--- src/rtl/bcd2bin_ctrl.sv ---
// bcd2bin_ctrl: control and digit-correction stage of the 5-digit BCD-to-binary
// converter. Sequences the external rsr4 shift register through a load followed
// by ITER shift/correct pairs, and builds the binary result from the bits that
// drop out of digit 0 (reverse double-dabble).
module bcd2bin_ctrl #(
    parameter int ITER = 16,
    parameter int NDIG = 5
) (
    input  logic                clk,
    input  logic                rst_n,
    input  logic                start,
    input  logic [4*NDIG-1:0]   bcd_in,
    output logic                busy,
    output logic                done,
    output logic [ITER-1:0]     bin_out,
    output logic                ovf,
    output logic                bad_digit,
    output logic                rst_ld,
    output logic                shift,
    output logic [NDIG-1:0]     lda2,
    output logic [4*NDIG-1:0]   in_R1,
    output logic [4*NDIG-1:0]   in_R2,
    input  logic [4*NDIG-1:0]   out_R
);

    localparam int CW = $clog2(ITER);
    localparam logic [CW-1:0] CNT_LAST = CW'(ITER - 1);

    typedef enum logic [2:0] {
        IDLE,
        LOAD,
        SHIFT,
        CORR,
        DONE
    } state_t;

    state_t          state;
    state_t          state_n;
    logic [CW-1:0]   cnt;
    logic [ITER-1:0] acc;
    logic            nib_bad;

    // Flag any operand nibble outside 0..9.
    always_comb begin
        // NOTE: every signal written here gets a default first, so no path
        // leaves it unassigned and no latch is inferred.
        nib_bad = 1'b0;
        for (int i = 0; i < NDIG; i++) begin
            if (bcd_in[4*i +: 4] > 4'd9) begin
                nib_bad = 1'b1;
            end
        end
    end

    // State register.
    always_ff @(posedge clk or negedge rst_n) begin
        // NOTE: sequential state uses non-blocking assignments so every
        // register samples the pre-edge values of its neighbours.
        if (!rst_n) begin
            state <= IDLE;
        end else begin
            state <= state_n;
        end
    end

    // Next-state logic.
    always_comb begin
        state_n = state;
        unique case (state)
            IDLE:    if (start) state_n = nib_bad ? DONE : LOAD;
            LOAD:    state_n = SHIFT;
            SHIFT:   state_n = CORR;
            CORR:    state_n = (cnt == CNT_LAST) ? DONE : SHIFT;
            DONE:    state_n = IDLE;
            default: state_n = IDLE;
        endcase
    end

    // Control outputs decoded from state; corrections decoded from the rsr4 window.
    always_comb begin
        busy   = (state == LOAD) || (state == SHIFT) || (state == CORR);
        done   = (state == DONE);
        rst_ld = (state == LOAD);
        shift  = (state == SHIFT);
        lda2   = '0;
        in_R2  = '0;
        if (state == CORR) begin
            for (int i = 0; i < NDIG; i++) begin
                // A digit of 8 or more after a right shift needs the -3 fix-up.
                lda2[i]          = out_R[4*i+3];
                in_R2[4*i +: 4]  = out_R[4*i +: 4] - 4'd3;
            end
        end
    end

    // Operand latch, iteration counter, result accumulator and status flags.
    always_ff @(posedge clk or negedge rst_n) begin
        if (!rst_n) begin
            in_R1     <= '0;
            cnt       <= '0;
            acc       <= '0;
            bin_out   <= '0;
            ovf       <= 1'b0;
            bad_digit <= 1'b0;
        end else begin
            if (state == IDLE && start) begin
                in_R1 <= bcd_in;
                cnt   <= '0;
                acc   <= '0;
                if (nib_bad) begin
                    bad_digit <= 1'b1;
                    bin_out   <= '0;
                    ovf       <= 1'b0;
                end else begin
                    bad_digit <= 1'b0;
                end
            end
            // out_R still holds the pre-shift window here; its LSB is the next result bit.
            if (state_n == SHIFT) begin
                acc <= {out_R[0], acc[ITER-1:1]};
            end
            if (state == CORR) begin
                cnt <= cnt + 1'b1;
                // Whatever remains in the BCD window after all shifts is N / 2**ITER.
                if (state_n == DONE) begin
                    bin_out <= acc;
                    ovf     <= |out_R;
                end
            end
        end
    end

endmodule

--- config.mk ---
export PLATFORM = sky130hd
export DESIGN_NAME = bcd2bin_ctrl
export DESIGN_NICKNAME = d
export VERILOG_FILES = /design/src/rtl/bcd2bin_ctrl.sv
export SDC_FILE = /design/constraint.sdc
export NUM_CORES = 1
export LEC_CHECK = 0
export CAP_MARGIN = 20
export CORE_ASPECT_RATIO = 1.5
export CORE_MARGIN = 2
export CORE_UTILIZATION = 30
export DETAILED_ROUTE_END_ITERATION = 6
export RECOVER_POWER = 50
export SYNTH_ARGS = -nofsm -noshare
export SYNTH_HDL_FRONTEND = slang
export SYNTH_SLANG_ARGS = --single-unit
--- constraint.sdc ---
create_clock -name clk -period 1.45 [get_ports clk]
set_input_delay 0.29 -clock clk [delete_from_list [all_inputs] [get_ports clk]]
set_output_delay 0.29 -clock clk [all_outputs]
set_load 0.005 [all_outputs]
### After elaboration in Yosys (flattened, before gate mapping)

Cells that the tools add are included.

* add/subtract/negate cells: 6
* magnitude comparators: 5
* eq/ne operators: 7
* muxes and demuxes: 24
* reduce and logical (&&, ||, !) cells: 7

Operators by type and width (number)
* 2-to-1 mux 16 bit: 6
* > comparator 4 bit, second input constant: 5
* 2-to-1 mux 20 bit: 1
* OR reduction 20 bit: 1
* subtractor 4 x 2 -> 4 bit, second input constant: 5
* case mux 3 bit (4 select lines): 1
* 2-to-1 mux 1 bit: 10
* == test 3 x 2 -> 1 bit, second input constant: 3
* 2-to-1 mux 3 bit: 3
* 2-to-1 mux 4 bit: 2
* == test 3 bit, second input constant: 2
* 2-to-1 mux 5 bit: 1
* adder 4 x 1 -> 4 bit, second input constant: 1
* == test 4 bit, second input constant: 1
* nonzero test 2 bit: 2
* == test 3 x 1 -> 1 bit, second input constant: 1
* logical NOT 3 bit: 1
* logical OR 1 bit: 2
* logical AND 1 bit: 1

* flip-flop bits (word level): 61
* bits of input ports: 43
* output and inout port bits: 67
* word-level logic and storage cells: 56

### Depth between registers and ports, before layout

Gate-level depths: netlist of run 1.

* word-level depth: 12
* depth in mapped cells: 7
* mapped depth without buffers: 6

### Worst setup path after synthesis of run 1

OpenSTA, ideal clock, no wires.

* kind: register to register
* from: register cnt[0]
* to: register acc[11]
* setup time: 128 ps
* data arrival time: 1445 ps
* data required time: 1322 ps
* path slack: -122 ps
* cell stages (with the launch flop): 6
* path buffers: 1
* clock period less this slack: 1572 ps
* path through: dfrtp_1 -> ha_1 -> and4_1 -> a211oi_2 -> buf_2 -> o21ai_0

* longest elaborated chain between the ends: 5
* elaborated cells on any way between the ends: 6
* those cells by class: eq/ne (2); mux (3); reduce/logical (1)

Ends and longest elaborated chain
* start, declared: line 39 `logic [CW-1:0] cnt;`
* start signal, assigned: line 123 `cnt <= cnt + 1'b1;`
* == test 4 bit *: line 73 `CORR: state_n = (cnt == CNT_LAST) ? DONE : SHIFT;`
* 2-to-1 mux 3 bit *: line 73
* case mux 3 bit (4 select lines) *: line 69 `unique case (state)`
* == test 3 x 2 -> 1 bit *: line 119 `if (state_n == SHIFT) begin`
* 2-to-1 mux 16 bit or nonzero test 2 bit (tied branches)
* end signal, assigned: line 120 `acc <= {out_R[0], acc[ITER-1:1]};`
* end, declared: line 40 `logic [ITER-1:0] acc;`

Mark *: on every way between the ends. The rest lies on a longest branch, timed or not.
A chain may end at the register's enable or synchronous reset.

### Final worst setup path of run 1

* from: register state[2]
* to: output in_R2[6]

* longest elaborated chain between the ends: 2

Ends and longest elaborated chain
* start, declared: line 37 `state_t state;`
* start signal, assigned: line 62 `state <= state_n;`
* == test 3 x 2 -> 1 bit: line 87 `if (state == CORR) begin`
* 2-to-1 mux 20 bit: line 87
* end, declared: line 22 `output logic [4*NDIG-1:0] in_R2,`

Every way passes these cells.

==> results.sh, run 1 <==
export IMPL_rsz0062_at_grt="true"
export IMPL_place_congestion=0.794
export IMPL_synth_cell_area_um2=2940
export IMPL_hp_class="reg -> reg"
export IMPL_synth_edff_count=0
export IMPL_drc=0
export IMPL_whs_ns=0.464
export IMPL_wl_met1_um=3700
export IMPL_ir_worst_vdd_mv=1.33
export IMPL_r2r_worst_path_cells=8
export IMPL_synth_area_mux_share=0
export IMPL_cts_sinks=61
export IMPL_crit_path_cell_trace="nand3b_1 > buf_6 > buf_6 > nor2_1 > buf_2"
export IMPL_critPathLaunchType="register"
export IMPL_wl_per_cell_um=14.8
export IMPL_portBuffers=109
export IMPL_tritoncts="built"
export IMPL_totalPowerFinal_w=0.00915
export IMPL_synth_cell_type_count=36
export IMPL_p_per_area_nw_per_um2=1650
export IMPL_yosys_warnings=0
export IMPL_topRoutingLayerUsed="met4"
export IMPL_setup_violations=89
export IMPL_pin_count=110
export IMPL_htree_levels=3
export IMPL_ys_seq_area_frac=0.519
export IMPL_dp_hpwl_um=5790
export IMPL_drt_pass1_iterations=4
export IMPL_fillers=829
export IMPL_grt_usage=0.187
export IMPL_met2WireLength_um=5400
export IMPL_synth_compound_area_share=0.100
export IMPL_ant_nets=0
export IMPL_worst_slack_ns=-0.299
export IMPL_grt_pass1_vias=3095
export IMPL_tns_ns=-15.57
export IMPL_clock_tree_root_cell="clkbuf_16"
export IMPL_crit_path_top_delay_cell="dfrtp_1"
export IMPL_crit_type="reg -> out"
export IMPL_clockBufferDepth=2
export IMPL_drt_total_wl_um=9580
export IMPL_via_count=3034
export IMPL_fin_crit_ns=1.75
export IMPL_hold_viol=0
export IMPL_crit_path_max_fanout=5
export IMPL_core_region_area_um2=9630
export IMPL_grt_start_max_net_pins=62
export IMPL_synth_top_family_by_area="simple AND/OR/NAND/NOR gates"
export IMPL_final_common_cell="nand2_1"
export IMPL_place_ws_ns=-0.620
export IMPL_drive_above_1_share=0.424
export IMPL_die_height_um=125
export IMPL_met3WireLength_um=294
export IMPL_final_cell_mix="nand2_1 (87), dfrtp_1 (61), buf_6 (45), dlygate4sd2_1 (45), buf_4 (35)"
export IMPL_syn_area_per_cell_um2=8.58
export IMPL_cp_end_kind="output pin"
export IMPL_netlist_instances=343
export IMPL_start_util=0.305
export IMPL_violations="setup timing"
export IMPL_insertion_delay_ns=0.33
export IMPL_cpPeakStageDelay_ns=0.40
export IMPL_crit_top_cell="buf_6"
export IMPL_drt_iter0_drc=90
export IMPL_diodes=0
export IMPL_die_area_um2=10600
export IMPL_cap_violations=0
export IMPL_synth_fp_nets=397
export IMPL_num_rows=44
export IMPL_status="complete, but fails checks"
export IMPL_grt_ovfl_total=0
export IMPL_crit_arrival_ns=1.46
export IMPL_relSlewSlack=0.425
export IMPL_grt_pass1_wl_um=15600
export IMPL_ys_flop_type="dfrtp_1"
export IMPL_finalCritPeriodShare=1.21
export IMPL_total_leakage_power_nw=2.88
export IMPL_fp_dieW_um=84.9
export IMPL_worst_slew_pin_slew_ns=0.863
export IMPL_cts_buffers_inserted=9
export IMPL_ys_ff_latch=61
export IMPL_fmax_ghz=0.572
export IMPL_cts_reportedPaths_clkPinSlew_ns=0.05
export IMPL_antenna_found_initial=0
export IMPL_async_flop_share=1.00
export IMPL_synth_fa_ha_area_frac=0.0468
export IMPL_worstPathRequired_ns=1.16
export IMPL_fin_nets=580
export IMPL_hold_depth=2
export IMPL_syn2layout_area_growth_pct=87.9
export IMPL_drv_slew=0
export IMPL_fin_worst_skew_ns=0.00515
export IMPL_synthXorXnorAreaFrac=0.0298
export IMPL_vias_per_cell=4.70
export IMPL_yosys_area_share_simple=0.258
## state kept, by name (all words and copies together) (netlist names)
| register | cells |
|---|---|
| in_R1 | 20 |
| acc | 16 |
| bin_out | 16 |
| cnt | 4 |
| state | 3 |
| bad_digit | 1 |
| ovf | 1 |
## timing repair
| action | 4_1_cts | 5_1_grt |
|---|---|---|
| hold buffers | 1 | 0 |
| setup buffers | 35 | 0 |
| gates cloned | 9 | 0 |
| gates resized for setup | 312 | 64 |
| hold endpoints to repair | 61 | 0 |
| pin swaps | 61 | 15 |
| endpoints found under the setup margin | 102 | 89 |
## through the flow
stage	instance area (um2)	std cells	utilization
2_1_floorplan	2960	343	-
4_1_cts	5350	648	0.555
3_3_place_gp	4420	588	0.458
6_report	5530	646	0.574
3_5_place_dp	4420	588	0.458
5_1_grt	5530	646	0.574
## worst max-delay path: cells and delay by family, from the launching register on
family | cells | cell delay [ns]
flip-flops | 1 | 0.40
AND/OR/NAND/NOR | 2 | 0.31
buffers and inverters | 3 | 0.42
## report_power, final
part	switching (W)	internal, W
Clock	0.000736	0.00137
Sequential	0.000453	0.00224
Combinational	0.00193	0.00241
## cell usage after synthesis, types with 2 or more instances
library cell  number  area [um2]
xnor2_1            5        43.8
and2_1            11        68.8
inv_1             10        37.5
nand2b_1           3        18.8
buf_2             13        65.1
and4_1             2        17.5
a21oi_1            5        25.0
dfrtp_1           61        1530
o21ai_1           12        60.1
xor2_1             5        43.8
nor3_1             3        15.0
o21ai_0           30         150
nor2_1            23        86.3
nand2_1          126         473
nand4_1            2        12.5
clkbuf_1           2        7.51
ha_1              11         138
## cells by family after synthesis
group                      count (synthesis)
DFF                                       61
and+or+nand+nor                          178
AOI/OAI and AO/OA                         54
buffers and inverters                     29
adders and majority gates                 11
xor gates and xnor gates                  10
## routing by layer
layer / GRT usage / vias to the layer above
li1: - / 1478
met1: 0.213 / 1479
met3: 0.0469 / 13
met5: 0 / -
met4: 0.0654 / 0
met2: 0.335 / 64
## worst paths after layout
path / startpoint / endpoint / slack, ns
max: state[2]$_DFF_PN0_ / in_R2[6] / -0.30
min: in_R1[5]$_DFFE_PN0P_ / in_R1[5]$_DFFE_PN0P_ / 0.46
max reg2reg: state[0]$_DFF_PN0_ / ovf$_DFF_PN0_ / -0.25
min reg2reg: in_R1[5]$_DFFE_PN0P_ / in_R1[5]$_DFFE_PN0P_ / 0.46
max in group asynchronous: rst_n / state[0]$_DFF_PN0_ / 0.17
min in group asynchronous: rst_n / in_R1[17]$_DFFE_PN0P_ / 0.72
## cell type report
cell class	count	area (um2)	area share
Clock buffer	12	246	0.0446
Sequential cell	61	1530	0.276
Tap cell	115	144	0.0260
Inverter	11	43.8	0.00792
Clock inverter	4	47.5	0.00860
Multi-Input combinational cell	254	1750	0.317
Timing Repair Buffer	189	1770	0.320
No activity file was read; power rests on OpenSTA's default activity.
==> run 2, diff against run 1 <==
SETUP_SLACK_MARGIN = 0.02   (was not set)
==> run 2 against run 1 <==
The flow still finishes with violations (setup timing). Die area stayed put. Critical path depth grew 2. Clock skew rose by 0.0022 ns. Sequential share of layout area fell by 1.3 points. Largest cell class unchanged. Flip-flop and latch count did not move. Register-to-register slack worse by 0.05 ns. Highest routed layer unchanged. Sequential power is essentially flat. Clock-buffer cell count up 3. Via count up 3.6%. Wire length rose by 6.4%. Maximum frequency grew 0.23%. Core utilization grew 2.8 points.
==> results.sh, run 2 (same netlist as run 1, synthesis figures left out) <==
export IMPL_p_sw_w=0.00313
export IMPL_grt_met1_usage=0.204
export IMPL_drt_pass1_iterations=4
export IMPL_ant_nets=0
export IMPL_diodes=0
export IMPL_grt_usage=0.187
export IMPL_critPathLaunchType="register"
export IMPL_r2r_worst_path_cells=7
export IMPL_fillers=786
export IMPL_cap_violations=0
export IMPL_drv_slew=0
export IMPL_die_height_um=125
export IMPL_die_area_um2=10600
export IMPL_clockBufferDepth=2
export IMPL_r2r_slack_ns=-0.30
export IMPL_place_congestion=0.804
export IMPL_insertion_delay_ns=0.33
export IMPL_regMostFlops="in_R1"
export IMPL_syn2layout_area_growth_pct=97.1
export IMPL_tritoncts="built"
export IMPL_final_common_cell="nand2_1"
export IMPL_cp_end_kind="register"
export IMPL_fin_nets=594
export IMPL_fin_crit_ns=1.75
export IMPL_antenna_found_initial=0
export IMPL_worstPathRequired_ns=1.66
export IMPL_grt_pass1_vias=3150
export IMPL_grt_ovfl_total=0
export IMPL_total_leakage_power_nw=3.04
export IMPL_fp_dieW_um=84.9
export IMPL_rr_endpoint="cnt[1]$_DFFE_PN0P_"
export IMPL_tns_ns=-18.05
export IMPL_seq_power_share=0.299
export IMPL_htree_levels=3
export IMPL_worst_slack_ns=-0.295
export IMPL_wl_per_cell_um=15.4
export IMPL_cts_reportedPaths_clkPinSlew_ns=0.05
export IMPL_status="complete, but fails checks"
export IMPL_drc=0
export IMPL_start_util=0.305
export IMPL_hp_start="in_R1[7]$_DFFE_PN0P_"
export IMPL_p_per_area_nw_per_um2=1560
export IMPL_core_region_area_um2=9630
export IMPL_cts_sinks=61
export IMPL_crit_arrival_ns=1.95
export IMPL_vias_per_cell=4.76
export IMPL_fin_worst_skew_ns=0.00737
export IMPL_worst_slew_pin_slew_ns=0.855
export IMPL_violations="setup timing"
export IMPL_portBuffers=109
export IMPL_finalCritPeriodShare=1.20
export IMPL_num_rows=44
export IMPL_relSlewSlack=0.430
export IMPL_crit_type="reg -> reg"
export IMPL_crit_path_max_fanout=5
export IMPL_largest_reg_flops=20
export IMPL_drt_total_wl_um=10200
export IMPL_met2_usage=0.350
export IMPL_fmax_ghz=0.573
export IMPL_hold_viol=0
export IMPL_hold_depth=2
export IMPL_use_met3=0.0323
export IMPL_timing_rr_start="state[2]$_DFF_PN0_"
export IMPL_grt_busiest_layer="met2"
export IMPL_switching_share=0.346
export IMPL_final_cell_mix="nand2_1 (67), dfrtp_1 (61), buf_6 (49), dlygate4sd2_1 (46), buf_4 (44)"
export IMPL_via_count=3144
export IMPL_rsz0062_at_grt="true"
export IMPL_final_area_um2=5800
export IMPL_power_frac_comb=0.485
export IMPL_cts_buffers_inserted=9
export IMPL_drt_iter0_drc=122
export IMPL_place_area_um2=4440
export IMPL_drive_above_1_share=0.490
export IMPL_hold_end="in_R1[7]$_DFFE_PN0P_"
export IMPL_whs_ns=0.458
export IMPL_grt_pass1_wl_um=15700
export IMPL_utilization=0.602
export IMPL_p_clk_frac=0.216
export IMPL_top_regs="in_R1 x20, acc x16, bin_out x16"
export IMPL_hp_class="reg -> reg"
export IMPL_place_ws_ns=-0.603
export IMPL_clock_tree_root_cell="clkbuf_16"
export IMPL_pin_count=110
export IMPL_ir_worst_vdd_mv=0.919
export IMPL_p_int_w=0.00591
export IMPL_dp_hpwl_um=5850
export IMPL_grt_start_max_net_pins=62
export IMPL_setup_violations=89
-- run 2: power groups by stage --
stage	Sequential, W	Clock (W)	Combinational [W]
after floorplan	0.00260	0	0.00108
after global placement	0.00258	0	0.00292
after detailed placement	0.00259	0	0.00295
after CTS	0.00258	0.00199	0.00413
after global routing	0.00278	0.00207	0.00471
final	0.00270	0.00196	0.00438
-- run 2: critical path, cell delays in order (launching register included) --
cell and delay (ns):
dfrtp_1 0.39, buf_6 0.14, buf_6 0.11, buf_12 0.11
nor4b_4 0.44, nor2_2 0.10, buf_6 0.14, a22o_1 0.19
-- run 2: repair_timing --
item / 4_1_cts / 5_1_grt
buffers inserted: 39 / 10
gates resized for setup: 297 / 130
pin swaps: 66 / 68
endpoints found under the hold margin: 61 / 0
cloned: 8 / 3
hold buffers: 1 / 0
setup endpoints to repair: 101 / 89
-- run 2: through the flow --
stage          std cells  power, W
2_1_floorplan        343   0.00368
3_3_place_gp         591   0.00550
3_5_place_dp         591   0.00555
4_1_cts              655   0.00870
5_1_grt              660   0.00955
6_report             660   0.00905
-- run 2: worst max-delay path by stage --
stage	start	end	slack, ns	cells past startpoint
global placement	out_R[0]	in_R2[1]	-0.57	5
floorplan	state[2]$_DFF_PN0_	in_R2[13]	0.02	4
CTS	state[0]$_DFF_PN0_	lda2[1]	-0.34	5
detailed placement	out_R[0]	in_R2[1]	-0.60	5
global route	state[2]$_DFF_PN0_	cnt[1]$_DFFE_PN0P_	-0.34	7
finish	state[2]$_DFF_PN0_	cnt[1]$_DFFE_PN0P_	-0.30	7
-- run 2: per-layer routing --
layer	wire length (um)	vias to the layer above
li1	-	1502
met2	5890	67
met5	0	-
met1	3700	1554
met4	287	0
met3	317	21
-- run 2: cell type report --
type	instances	area [um2]	area share
Multi-Input combinational cell	253	1850	0.319
Tap cell	115	144	0.0248
Timing Repair Buffer	204	1960	0.338
Inverter	11	41.3	0.00712
Sequential cell	61	1530	0.263
Clock buffer	15	268	0.0462
Clock inverter	1	5.00	0.000863
